File: src/rtl/cxl_mem_req_engine_if.sv
// CPI A2F/F2A signal bundle between a CXL.mem agent and the request engine.
// The engine connects through the slave modport and the agent through the master modport.
interface cxl_mem_req_engine_if #(
  parameter int DATA_W = 128
);
  logic              a2f_txcon_req;
  logic              a2f_rxcon_ack;
  logic              a2f_req_is_valid;
  logic [3:0]        a2f_req_protocol_id;
  logic [128:0]      a2f_req_header;
  logic              a2f_req_crd_rtn;
  logic              a2f_data_is_valid;
  logic [DATA_W-1:0] a2f_data_body;
  logic [3:0]        a2f_data_byte_en;
  logic              a2f_data_poison;
  logic              f2a_rsp_is_valid;
  logic [3:0]        f2a_rsp_protocol_id;
  logic [128:0]      f2a_rsp_header;
  logic              f2a_data_is_valid;
  logic [3:0]        f2a_data_protocol_id;
  logic [127:0]      f2a_data_header;
  logic [DATA_W-1:0] f2a_data_body;
  logic              f2a_data_parity;
  logic              f2a_data_eop;
  logic              f2a_rsp_excrd_valid;

  modport master (
    output a2f_txcon_req, a2f_req_is_valid, a2f_req_protocol_id, a2f_req_header,
           a2f_data_is_valid, a2f_data_body, a2f_data_byte_en, a2f_data_poison,
           f2a_rsp_excrd_valid,
    input  a2f_rxcon_ack, a2f_req_crd_rtn, f2a_rsp_is_valid, f2a_rsp_protocol_id,
           f2a_rsp_header, f2a_data_is_valid, f2a_data_protocol_id, f2a_data_header,
           f2a_data_body, f2a_data_parity, f2a_data_eop
  );

  modport slave (
    input  a2f_txcon_req, a2f_req_is_valid, a2f_req_protocol_id, a2f_req_header,
           a2f_data_is_valid, a2f_data_body, a2f_data_byte_en, a2f_data_poison,
           f2a_rsp_excrd_valid,
    output a2f_rxcon_ack, a2f_req_crd_rtn, f2a_rsp_is_valid, f2a_rsp_protocol_id,
           f2a_rsp_header, f2a_data_is_valid, f2a_data_protocol_id, f2a_data_header,
           f2a_data_body, f2a_data_parity, f2a_data_eop
  );
endinterface

File: src/rtl/cxl_mem_req_engine.sv
// CXL.mem request engine: queues MemRd/MemWr, accesses device RAM (read-merge-write
// for dword enables) and returns F2A read data or NDR responses under F2A credit.
module cxl_mem_req_fifo #(
  parameter int W     = 8,
  parameter int DEPTH = 4
) (
  input  logic         clk,
  input  logic         rst_n,
  input  logic         push,
  input  logic [W-1:0] din,
  input  logic         pop,
  output logic [W-1:0] dout,
  output logic         empty,
  output logic         ovf
);
  localparam int PW = (DEPTH > 1) ? $clog2(DEPTH) : 1;
  localparam int CW = $clog2(DEPTH + 1);

  logic [W-1:0]  mem [DEPTH];
  logic [PW-1:0] wr_ptr, rd_ptr;
  logic [CW-1:0] count;
  logic          full, do_push, do_pop;

  assign full    = (count == CW'(DEPTH));
  assign empty   = (count == '0);
  assign do_pop  = pop && !empty;
  // A pop in the same cycle frees the slot, so a push into a full FIFO still lands.
  assign do_push = push && (!full || do_pop);
  assign ovf     = push && !do_push;
  assign dout    = mem[rd_ptr];

  function automatic logic [PW-1:0] next_ptr(input logic [PW-1:0] p);
    return (p == PW'(DEPTH - 1)) ? '0 : p + PW'(1);
  endfunction

  // NOTE: storage carries no reset; count/pointers are reset, so stale words are never read as valid.
  always_ff @(posedge clk) begin
    if (do_push) mem[wr_ptr] <= din;
  end

  // NOTE: sequential state uses non-blocking assignments so every register samples pre-edge values.
  always_ff @(posedge clk or negedge rst_n) begin
    if (!rst_n) begin
      wr_ptr <= '0;
      rd_ptr <= '0;
      count  <= '0;
    end else begin
      if (do_push) wr_ptr <= next_ptr(wr_ptr);
      if (do_pop)  rd_ptr <= next_ptr(rd_ptr);
      case ({do_push, do_pop})
        2'b10:   count <= count + CW'(1);
        2'b01:   count <= count - CW'(1);
        default: count <= count;
      endcase
    end
  end
endmodule

module cxl_mem_req_engine #(
  parameter int         ADDR_W    = 10,
  parameter int         DATA_W    = 128,
  parameter int         REQ_DEPTH = 4,
  parameter int         CRD_INIT  = 4,
  parameter logic [3:0] PROTO_ID  = 4'h2
) (
  input  logic                  fm_clk,
  input  logic                  fm_rst,
  cxl_mem_req_engine_if.slave   bus,
  output logic                  mem_we,
  output logic [ADDR_W-1:0]     mem_addr,
  output logic [DATA_W-1:0]     mem_wdata,
  input  logic [DATA_W-1:0]     mem_rdata,
  output logic                  err_ovf
);
  localparam int DWORD_W = DATA_W / 4;
  localparam int CNT_W   = $clog2(CRD_INIT + 1);

  // Field order mirrors header bits [ADDR_W+12:0] so an entry is a straight slice.
  typedef struct packed {
    logic [ADDR_W-1:0] addr;
    logic [11:0]       tag;
    logic              wr;
  } req_t;

  typedef struct packed {
    logic              poison;
    logic [3:0]        byte_en;
    logic [DATA_W-1:0] body;
  } wdat_t;

  typedef enum logic [2:0] {IDLE, RD, WAIT, SEND_DATA, MERGE, SEND_RSP} state_t;

  state_t            state;
  req_t              req_head, cur_req;
  wdat_t             dat_head, cur_dat;
  logic              req_push, req_pop, req_empty, req_ovf;
  logic              dat_push, dat_pop, dat_empty, dat_ovf;
  logic              start, crd_dec;
  logic [CNT_W-1:0]  crd_cnt;
  logic              rx_ack, crd_rtn;
  logic              rsp_valid, data_valid, data_parity;
  logic [11:0]       rsp_tag, data_tag;
  logic [1:0]        rsp_status;
  logic [DATA_W-1:0] data_body, merged;
  logic              unused_hdr;

  assign unused_hdr = ^bus.a2f_req_header[128:ADDR_W+13];

  assign req_push = rx_ack && bus.a2f_req_is_valid && (bus.a2f_req_protocol_id == PROTO_ID);
  assign dat_push = rx_ack && bus.a2f_data_is_valid;

  cxl_mem_req_fifo #(.W($bits(req_t)), .DEPTH(REQ_DEPTH)) u_req_fifo (
    .clk(fm_clk), .rst_n(fm_rst), .push(req_push),
    .din(req_t'(bus.a2f_req_header[ADDR_W+12:0])),
    .pop(req_pop), .dout(req_head), .empty(req_empty), .ovf(req_ovf)
  );

  cxl_mem_req_fifo #(.W($bits(wdat_t)), .DEPTH(REQ_DEPTH)) u_dat_fifo (
    .clk(fm_clk), .rst_n(fm_rst), .push(dat_push),
    .din({bus.a2f_data_poison, bus.a2f_data_byte_en, bus.a2f_data_body}),
    .pop(dat_pop), .dout(dat_head), .empty(dat_empty), .ovf(dat_ovf)
  );

  // A write cannot start until its data beat has arrived.
  assign start   = (state == IDLE) && !req_empty && (crd_cnt != '0) &&
                   (!req_head.wr || !dat_empty);
  assign req_pop = start;
  assign dat_pop = start && req_head.wr;
  assign crd_dec = rsp_valid || data_valid;

  // NOTE: default assignment first, so every path assigns merged and no latch is inferred.
  always_comb begin
    merged = mem_rdata;
    for (int i = 0; i < 4; i++) begin
      if (cur_dat.byte_en[i]) merged[i*DWORD_W +: DWORD_W] = cur_dat.body[i*DWORD_W +: DWORD_W];
    end
  end

  always_ff @(posedge fm_clk or negedge fm_rst) begin
    if (!fm_rst) begin
      crd_cnt <= CNT_W'(CRD_INIT);
    end else if (crd_dec && !bus.f2a_rsp_excrd_valid) begin
      crd_cnt <= crd_cnt - CNT_W'(1);
    end else if (!crd_dec && bus.f2a_rsp_excrd_valid && crd_cnt != CNT_W'(CRD_INIT)) begin
      crd_cnt <= crd_cnt + CNT_W'(1);
    end
  end

  always_ff @(posedge fm_clk or negedge fm_rst) begin
    if (!fm_rst) begin
      state       <= IDLE;
      rx_ack      <= 1'b0;
      crd_rtn     <= 1'b0;
      err_ovf     <= 1'b0;
      cur_req     <= '0;
      cur_dat     <= '0;
      mem_we      <= 1'b0;
      mem_addr    <= '0;
      mem_wdata   <= '0;
      rsp_valid   <= 1'b0;
      rsp_tag     <= '0;
      rsp_status  <= '0;
      data_valid  <= 1'b0;
      data_tag    <= '0;
      data_body   <= '0;
      data_parity <= 1'b0;
    end else begin
      rx_ack  <= bus.a2f_txcon_req;
      crd_rtn <= req_pop;
      err_ovf <= err_ovf || req_ovf || dat_ovf;
      case (state)
        IDLE: if (start) begin
          cur_req  <= req_head;
          if (req_head.wr) cur_dat <= dat_head;
          mem_addr <= req_head.addr;
          state    <= RD;
        end
        RD: state <= WAIT;
        WAIT: begin
          if (cur_req.wr) begin
            mem_we    <= !cur_dat.poison;
            mem_wdata <= merged;
            state     <= MERGE;
          end else begin
            data_valid  <= 1'b1;
            data_tag    <= cur_req.tag;
            data_body   <= mem_rdata;
            data_parity <= ^mem_rdata;
            state       <= SEND_DATA;
          end
        end
        SEND_DATA: begin
          data_valid  <= 1'b0;
          data_tag    <= '0;
          data_body   <= '0;
          data_parity <= 1'b0;
          state       <= IDLE;
        end
        MERGE: begin
          mem_we     <= 1'b0;
          rsp_valid  <= 1'b1;
          rsp_tag    <= cur_req.tag;
          rsp_status <= {1'b0, cur_dat.poison};
          state      <= SEND_RSP;
        end
        SEND_RSP: begin
          rsp_valid  <= 1'b0;
          rsp_tag    <= '0;
          rsp_status <= '0;
          state      <= IDLE;
        end
        default: state <= IDLE;
      endcase
    end
  end

  assign bus.a2f_rxcon_ack        = rx_ack;
  assign bus.a2f_req_crd_rtn      = crd_rtn;
  assign bus.f2a_rsp_is_valid     = rsp_valid;
  assign bus.f2a_rsp_protocol_id  = rsp_valid ? PROTO_ID : 4'h0;
  assign bus.f2a_rsp_header       = {{(129-14){1'b0}}, rsp_status, rsp_tag};
  assign bus.f2a_data_is_valid    = data_valid;
  assign bus.f2a_data_protocol_id = data_valid ? PROTO_ID : 4'h0;
  assign bus.f2a_data_header      = {{(128-12){1'b0}}, data_tag};
  assign bus.f2a_data_body        = data_body;
  assign bus.f2a_data_parity      = data_parity;
  assign bus.f2a_data_eop         = data_valid;
endmodule

File: src/flat_wrapper.sv
// flat-port wrapper written by rule: the top's interface ports become plain ports
module cxl_mem_req_engine_flat 
#(
  parameter int         ADDR_W    = 10,
  parameter int         DATA_W    = 128,
  parameter int         REQ_DEPTH = 4,
  parameter int         CRD_INIT  = 4,
  parameter logic [3:0] PROTO_ID  = 4'h2
)
  (fm_clk, fm_rst, mem_we, mem_addr, mem_wdata, mem_rdata, err_ovf, bus_a2f_txcon_req, bus_a2f_req_is_valid, bus_a2f_req_protocol_id, bus_a2f_req_header, bus_a2f_data_is_valid, bus_a2f_data_body, bus_a2f_data_byte_en, bus_a2f_data_poison, bus_f2a_rsp_excrd_valid, bus_a2f_rxcon_ack, bus_a2f_req_crd_rtn, bus_f2a_rsp_is_valid, bus_f2a_rsp_protocol_id, bus_f2a_rsp_header, bus_f2a_data_is_valid, bus_f2a_data_protocol_id, bus_f2a_data_header, bus_f2a_data_body, bus_f2a_data_parity, bus_f2a_data_eop);
  cxl_mem_req_engine_if #(.DATA_W(DATA_W)) bus_i ();
  input  logic fm_clk;
  input  logic fm_rst;
  output logic mem_we;
  output logic [ADDR_W-1:0] mem_addr;
  output logic [DATA_W-1:0] mem_wdata;
  input  logic [DATA_W-1:0] mem_rdata;
  output logic err_ovf;
  input wire logic [$bits(bus_i.a2f_txcon_req)-1:0] bus_a2f_txcon_req;
  input wire logic [$bits(bus_i.a2f_req_is_valid)-1:0] bus_a2f_req_is_valid;
  input wire logic [$bits(bus_i.a2f_req_protocol_id)-1:0] bus_a2f_req_protocol_id;
  input wire logic [$bits(bus_i.a2f_req_header)-1:0] bus_a2f_req_header;
  input wire logic [$bits(bus_i.a2f_data_is_valid)-1:0] bus_a2f_data_is_valid;
  input wire logic [$bits(bus_i.a2f_data_body)-1:0] bus_a2f_data_body;
  input wire logic [$bits(bus_i.a2f_data_byte_en)-1:0] bus_a2f_data_byte_en;
  input wire logic [$bits(bus_i.a2f_data_poison)-1:0] bus_a2f_data_poison;
  input wire logic [$bits(bus_i.f2a_rsp_excrd_valid)-1:0] bus_f2a_rsp_excrd_valid;
  output wire logic [$bits(bus_i.a2f_rxcon_ack)-1:0] bus_a2f_rxcon_ack;
  output wire logic [$bits(bus_i.a2f_req_crd_rtn)-1:0] bus_a2f_req_crd_rtn;
  output wire logic [$bits(bus_i.f2a_rsp_is_valid)-1:0] bus_f2a_rsp_is_valid;
  output wire logic [$bits(bus_i.f2a_rsp_protocol_id)-1:0] bus_f2a_rsp_protocol_id;
  output wire logic [$bits(bus_i.f2a_rsp_header)-1:0] bus_f2a_rsp_header;
  output wire logic [$bits(bus_i.f2a_data_is_valid)-1:0] bus_f2a_data_is_valid;
  output wire logic [$bits(bus_i.f2a_data_protocol_id)-1:0] bus_f2a_data_protocol_id;
  output wire logic [$bits(bus_i.f2a_data_header)-1:0] bus_f2a_data_header;
  output wire logic [$bits(bus_i.f2a_data_body)-1:0] bus_f2a_data_body;
  output wire logic [$bits(bus_i.f2a_data_parity)-1:0] bus_f2a_data_parity;
  output wire logic [$bits(bus_i.f2a_data_eop)-1:0] bus_f2a_data_eop;
  assign bus_i.a2f_txcon_req = bus_a2f_txcon_req;
  assign bus_i.a2f_req_is_valid = bus_a2f_req_is_valid;
  assign bus_i.a2f_req_protocol_id = bus_a2f_req_protocol_id;
  assign bus_i.a2f_req_header = bus_a2f_req_header;
  assign bus_i.a2f_data_is_valid = bus_a2f_data_is_valid;
  assign bus_i.a2f_data_body = bus_a2f_data_body;
  assign bus_i.a2f_data_byte_en = bus_a2f_data_byte_en;
  assign bus_i.a2f_data_poison = bus_a2f_data_poison;
  assign bus_i.f2a_rsp_excrd_valid = bus_f2a_rsp_excrd_valid;
  assign bus_a2f_rxcon_ack = bus_i.a2f_rxcon_ack;
  assign bus_a2f_req_crd_rtn = bus_i.a2f_req_crd_rtn;
  assign bus_f2a_rsp_is_valid = bus_i.f2a_rsp_is_valid;
  assign bus_f2a_rsp_protocol_id = bus_i.f2a_rsp_protocol_id;
  assign bus_f2a_rsp_header = bus_i.f2a_rsp_header;
  assign bus_f2a_data_is_valid = bus_i.f2a_data_is_valid;
  assign bus_f2a_data_protocol_id = bus_i.f2a_data_protocol_id;
  assign bus_f2a_data_header = bus_i.f2a_data_header;
  assign bus_f2a_data_body = bus_i.f2a_data_body;
  assign bus_f2a_data_parity = bus_i.f2a_data_parity;
  assign bus_f2a_data_eop = bus_i.f2a_data_eop;
  cxl_mem_req_engine #(.ADDR_W(ADDR_W), .DATA_W(DATA_W), .REQ_DEPTH(REQ_DEPTH), .CRD_INIT(CRD_INIT), .PROTO_ID(PROTO_ID)) u_core (.fm_clk(fm_clk), .fm_rst(fm_rst), .bus(bus_i), .mem_we(mem_we), .mem_addr(mem_addr), .mem_wdata(mem_wdata), .mem_rdata(mem_rdata), .err_ovf(err_ovf));
endmodule
File: config.mk
export PLATFORM = sky130hd
export DESIGN_NAME = cxl_mem_req_engine_flat
export DESIGN_NICKNAME = d
export VERILOG_FILES = /design/src/rtl/cxl_mem_req_engine_if.sv /design/src/rtl/cxl_mem_req_engine.sv /design/src/flat_wrapper.sv
export SDC_FILE = /design/constraint.sdc
export NUM_CORES = 1
export LEC_CHECK = 0
export ABC_AREA = 1
export CORE_MARGIN = 10
export CORE_UTILIZATION = 40
export CTS_BUF_LIST = sky130_fd_sc_hd__clkbuf_4 sky130_fd_sc_hd__clkbuf_8
export CTS_CLUSTER_SIZE = 20
export DETAILED_ROUTE_END_ITERATION = 8
export DONT_BUFFER_PORTS = 1
export PLACE_DENSITY = 0.61
export SLEW_MARGIN = 0
export SYNTH_ARGS = -nofsm -noshare
export SYNTH_HDL_FRONTEND = slang
export SYNTH_SLANG_ARGS = --single-unit
export TNS_END_PERCENT = 10
File: constraint.sdc
create_clock -name fm_clk -period 20.7 [get_ports fm_clk]
set_input_delay 4.14 -clock fm_clk [delete_from_list [all_inputs] [get_ports fm_clk]]
set_output_delay 4.14 -clock fm_clk [all_outputs]
set_load 0.05 [all_outputs]
==> impl_metrics.json <==
{
  "status": "complete, but fails checks",
  "violations": "max-slew violations",
  "ys_seq_area_frac": 0.6525,
  "start_util": 0.4013,
  "cts_buffers": 178,
  "irDropWorstVdd_uv": 109.8,
  "ys.flop_type": "edfxtp_1",
  "cpMaxStageDelayCell": "buf_4",
  "syn2layout_area_growth_pct": 9.171,
  "wirelength_um": 137500,
  "crit_fanout": 55,
  "fin_nets": 5058,
  "port_buffers": 0,
  "clock_path_buffers": 3,
  "yosysMostFrequentCell": "nand2_1",
  "powerDensity_nw_per_um2": 161.6,
  "ys_warn_count": 0,
  "coreArea_sq_um": 115900,
  "grt_max_degree": 465,
  "fillers": 10920,
  "hold_class": "reg -> reg",
  "cts_max_level": 4,
  "slew_viol_final": 5,
  "drc": 0,
  "dp.cells": 5989,
  "syn_area_per_cell_sq_um": 9.992,
  "grt-ovfl-total": 0,
  "drtAntennaViolNets": 0,
  "crit_family": "buffers and inverters",
  "hold-worst-slack_ns": 0.4491,
  "synth_edf_count": 624,
  "clk_latency_ns": 0.89,
  "io-pin-count": 939,
  "rsz0062_at_grt": "no",
  "post_cts_buffers": 0,
  "ys_ff_latch": 1088,
  "p_leak_uw": 0.02192,
  "netlist_top_cells_count": "1579 x nand2_1, 624 x edfxtp_1, 605 x o21ai_0",
  "start_kind": "primary input",
  "finalCritPeriodShare": 0.3251,
  "drtIter0Drc": 2578,
  "tritoncts": "done",
  "clock-sinks": 1088,
  "drt-pass1-iter-count": 6,
  "tightest_slew_ns": 1.500,
  "gp_congestion": 0.8472,
  "synth_area_sq_um": 46510,
  "synth_cells": 4655,
  "path_clk_slew_ns": 0.06,
  "ctsRootBufferMaster": "clkbuf_8",
  "cp.required_ns": 21.17,
  "die_w_um": 361.0,
  "ys_types": 34,
  "cp_data_arrival_time_ns": 7.19,
  "finalHoldViolations": 0,
  "cap_violations": 0,
  "die_area_sq_um": 130300,
  "finalSetupViolations": 0,
  "criticalPathCategory": "in -> reg",
  "async_reset_ff_frac": 0.4265,
  "num_vias": 31680,
  "synth_top_area_cell": "edfxtp_1",
  "grt_pass1_wl_um": 201400,
  "drive_above_1_share": 0.07840,
  "path_cells": "nand2_1, inv_1, nand2_2, nor2_4, buf_4, buf_4",
  "finClkSkew_ns": 0.05348,
  "antenna_found_initial": 2,
  "finalWorstSetupSlack_ns": 13.97,
  "slowest_delay_ns": 0.89,
  "cpMostUsedCell": "buf_4",
  "ctsResizeCount": 0,
  "finalNonFillerCells": 6323,
  "grt_usage": 0.2035,
  "via_per_inst": 5.010,
  "slew_headroom": -0.0002681,
  "row_count": 125,
  "cts-hold-fix-buffers": 0,
  "fmax_ghz": 0.1486,
  "synthTopCellsByArea": "edfxtp_1 40%, dfrtp_1 25%, nand2_1 13%",
  "wire_per_inst_um": 21.75,
  "pre_cts_slack_ns": 12.93,
  "grt_pass1_vias": 30410,
  "end_kind": "flip-flop",
  "synth_top_area_share": 0.4029,
  "period_minus_slack_ns": 6.729,
  "die_h_um": 361.0,
  "critical_path_buf_inv_count": 3,
  "finalSetupTns_ns": 0,
  "dpl.hpwl_um": 87020
}
## placed cells by master (no fill, tap or decap), types with 5 or more instances in the layout
master / count
edfxtp_1: 624
nor2_1: 381
clkinvlp_4: 8
nand3_1: 20
xor2_1: 31
clkinv_1: 22
dfrtp_1: 457
conb_1: 238
inv_1: 234
a31oi_1: 10
o22ai_1: 158
clkbuf_4: 56
nand2_1: 1578
o21ai_0: 605
xnor2_1: 32
clkinv_2: 26
buf_4: 35
ha_1: 10
bufinv_16: 9
nor2_4: 5
clkbuf_8: 203
## stage by stage
stage | utilization | area (sq um) | total power [uW]
finish | 0.4381 | 50780 | 8205
CTS | 0.4381 | 50770 | 8298
detailed placement | 0.4048 | 46920 | 6277
floorplan | - | 47400 | 5563
global placement | 0.4048 | 46920 | 6230
global route | 0.4381 | 50770 | 8694
## cells by family (layout without fill, tap and decap cells)
logic type / after synthesis / after routing / share of synthesized area
AOI/OAI and AO/OA: 785 / 785 / 0.08953
xor gates and xnor gates: 63 / 63 / 0.01186
and+or+nand+nor: 1999 / 1999 / 0.1625
adders and majority gates: 13 / 13 / 0.003981
buffers and inverters: 705 / 609 / 0.07928
muxes: 1 / 1 / 0.0002152
other: 1 / 241 / 0.00008063
DFF: 1088 / 1088 / 0.6525
## state kept, by name, summed over array words and instances, names as in the netlist, 10 cells and up
name / flops
u_core.u_dat_fifo.mem: 532
u_core.cur_dat: 133
u_core.bus.f2a_data_body: 128
u_core.mem_wdata: 128
u_core.u_req_fifo.mem: 92
u_core.cur_req: 13
u_core.data_tag: 12
u_core.rsp_tag: 12
u_core.mem_addr: 10
## report_power, final
group          switching, uW  internal (uW)
Sequential              1270           2820
Clock                    887           1120
Combinational           1540            566
Total                   3710           4500
## cell type report
cell class	instances	area (sq um)	area share
sequential	1088	30360	0.5980
multi-input combinational	3099	13440	0.2647
clock buffer	259	3214	0.06330
tap	1524	1907	0.03755
inverter	242	925.9	0.01823
clock inverter	72	636.9	0.01254
timing repair buffer	36	282.8	0.005569
antenna	3	7.507	0.0001478
## final timing paths
check | from | end | slack [ns] | depth (start not counted)
setup / recovery | bus_a2f_data_is_valid | u_core.u_dat_fifo.mem[0][130] | 13.97 | 6
hold / removal | u_core.cur_dat[132] | u_core.mem_we | 0.45 | 1
setup reg to reg | u_core.u_req_fifo.rd_ptr[1] | u_core.u_dat_fifo.mem[0][130] | 14.11 | 12
hold reg to reg | u_core.cur_dat[132] | u_core.mem_we | 0.45 | 1
max in group asynchronous | fm_rst | u_core.cur_dat[129] | 16.50 | 0
min in group asynchronous | fm_rst | u_core.cur_dat[70] | 2.98 | 0
## per-layer routing
metal  track usage  part of all wire  vias up
met3       0.07170             0.091      227
met1        0.2429              0.39    15420
li1              -                 -    14860
met2        0.3352              0.48     1175
met5             0                 0        -
met4       0.07959             0.035        0
## worst reg2reg max path, delay by kind of cell (launching register included)
kind,cells,cell delay [ns]
AOI/OAI and AO/OA,2,0.40
buffers and inverters,4,2.88
DFF,1,1.03
and+or+nand+nor,6,1.87
Power figures use the tool's default switching activity.
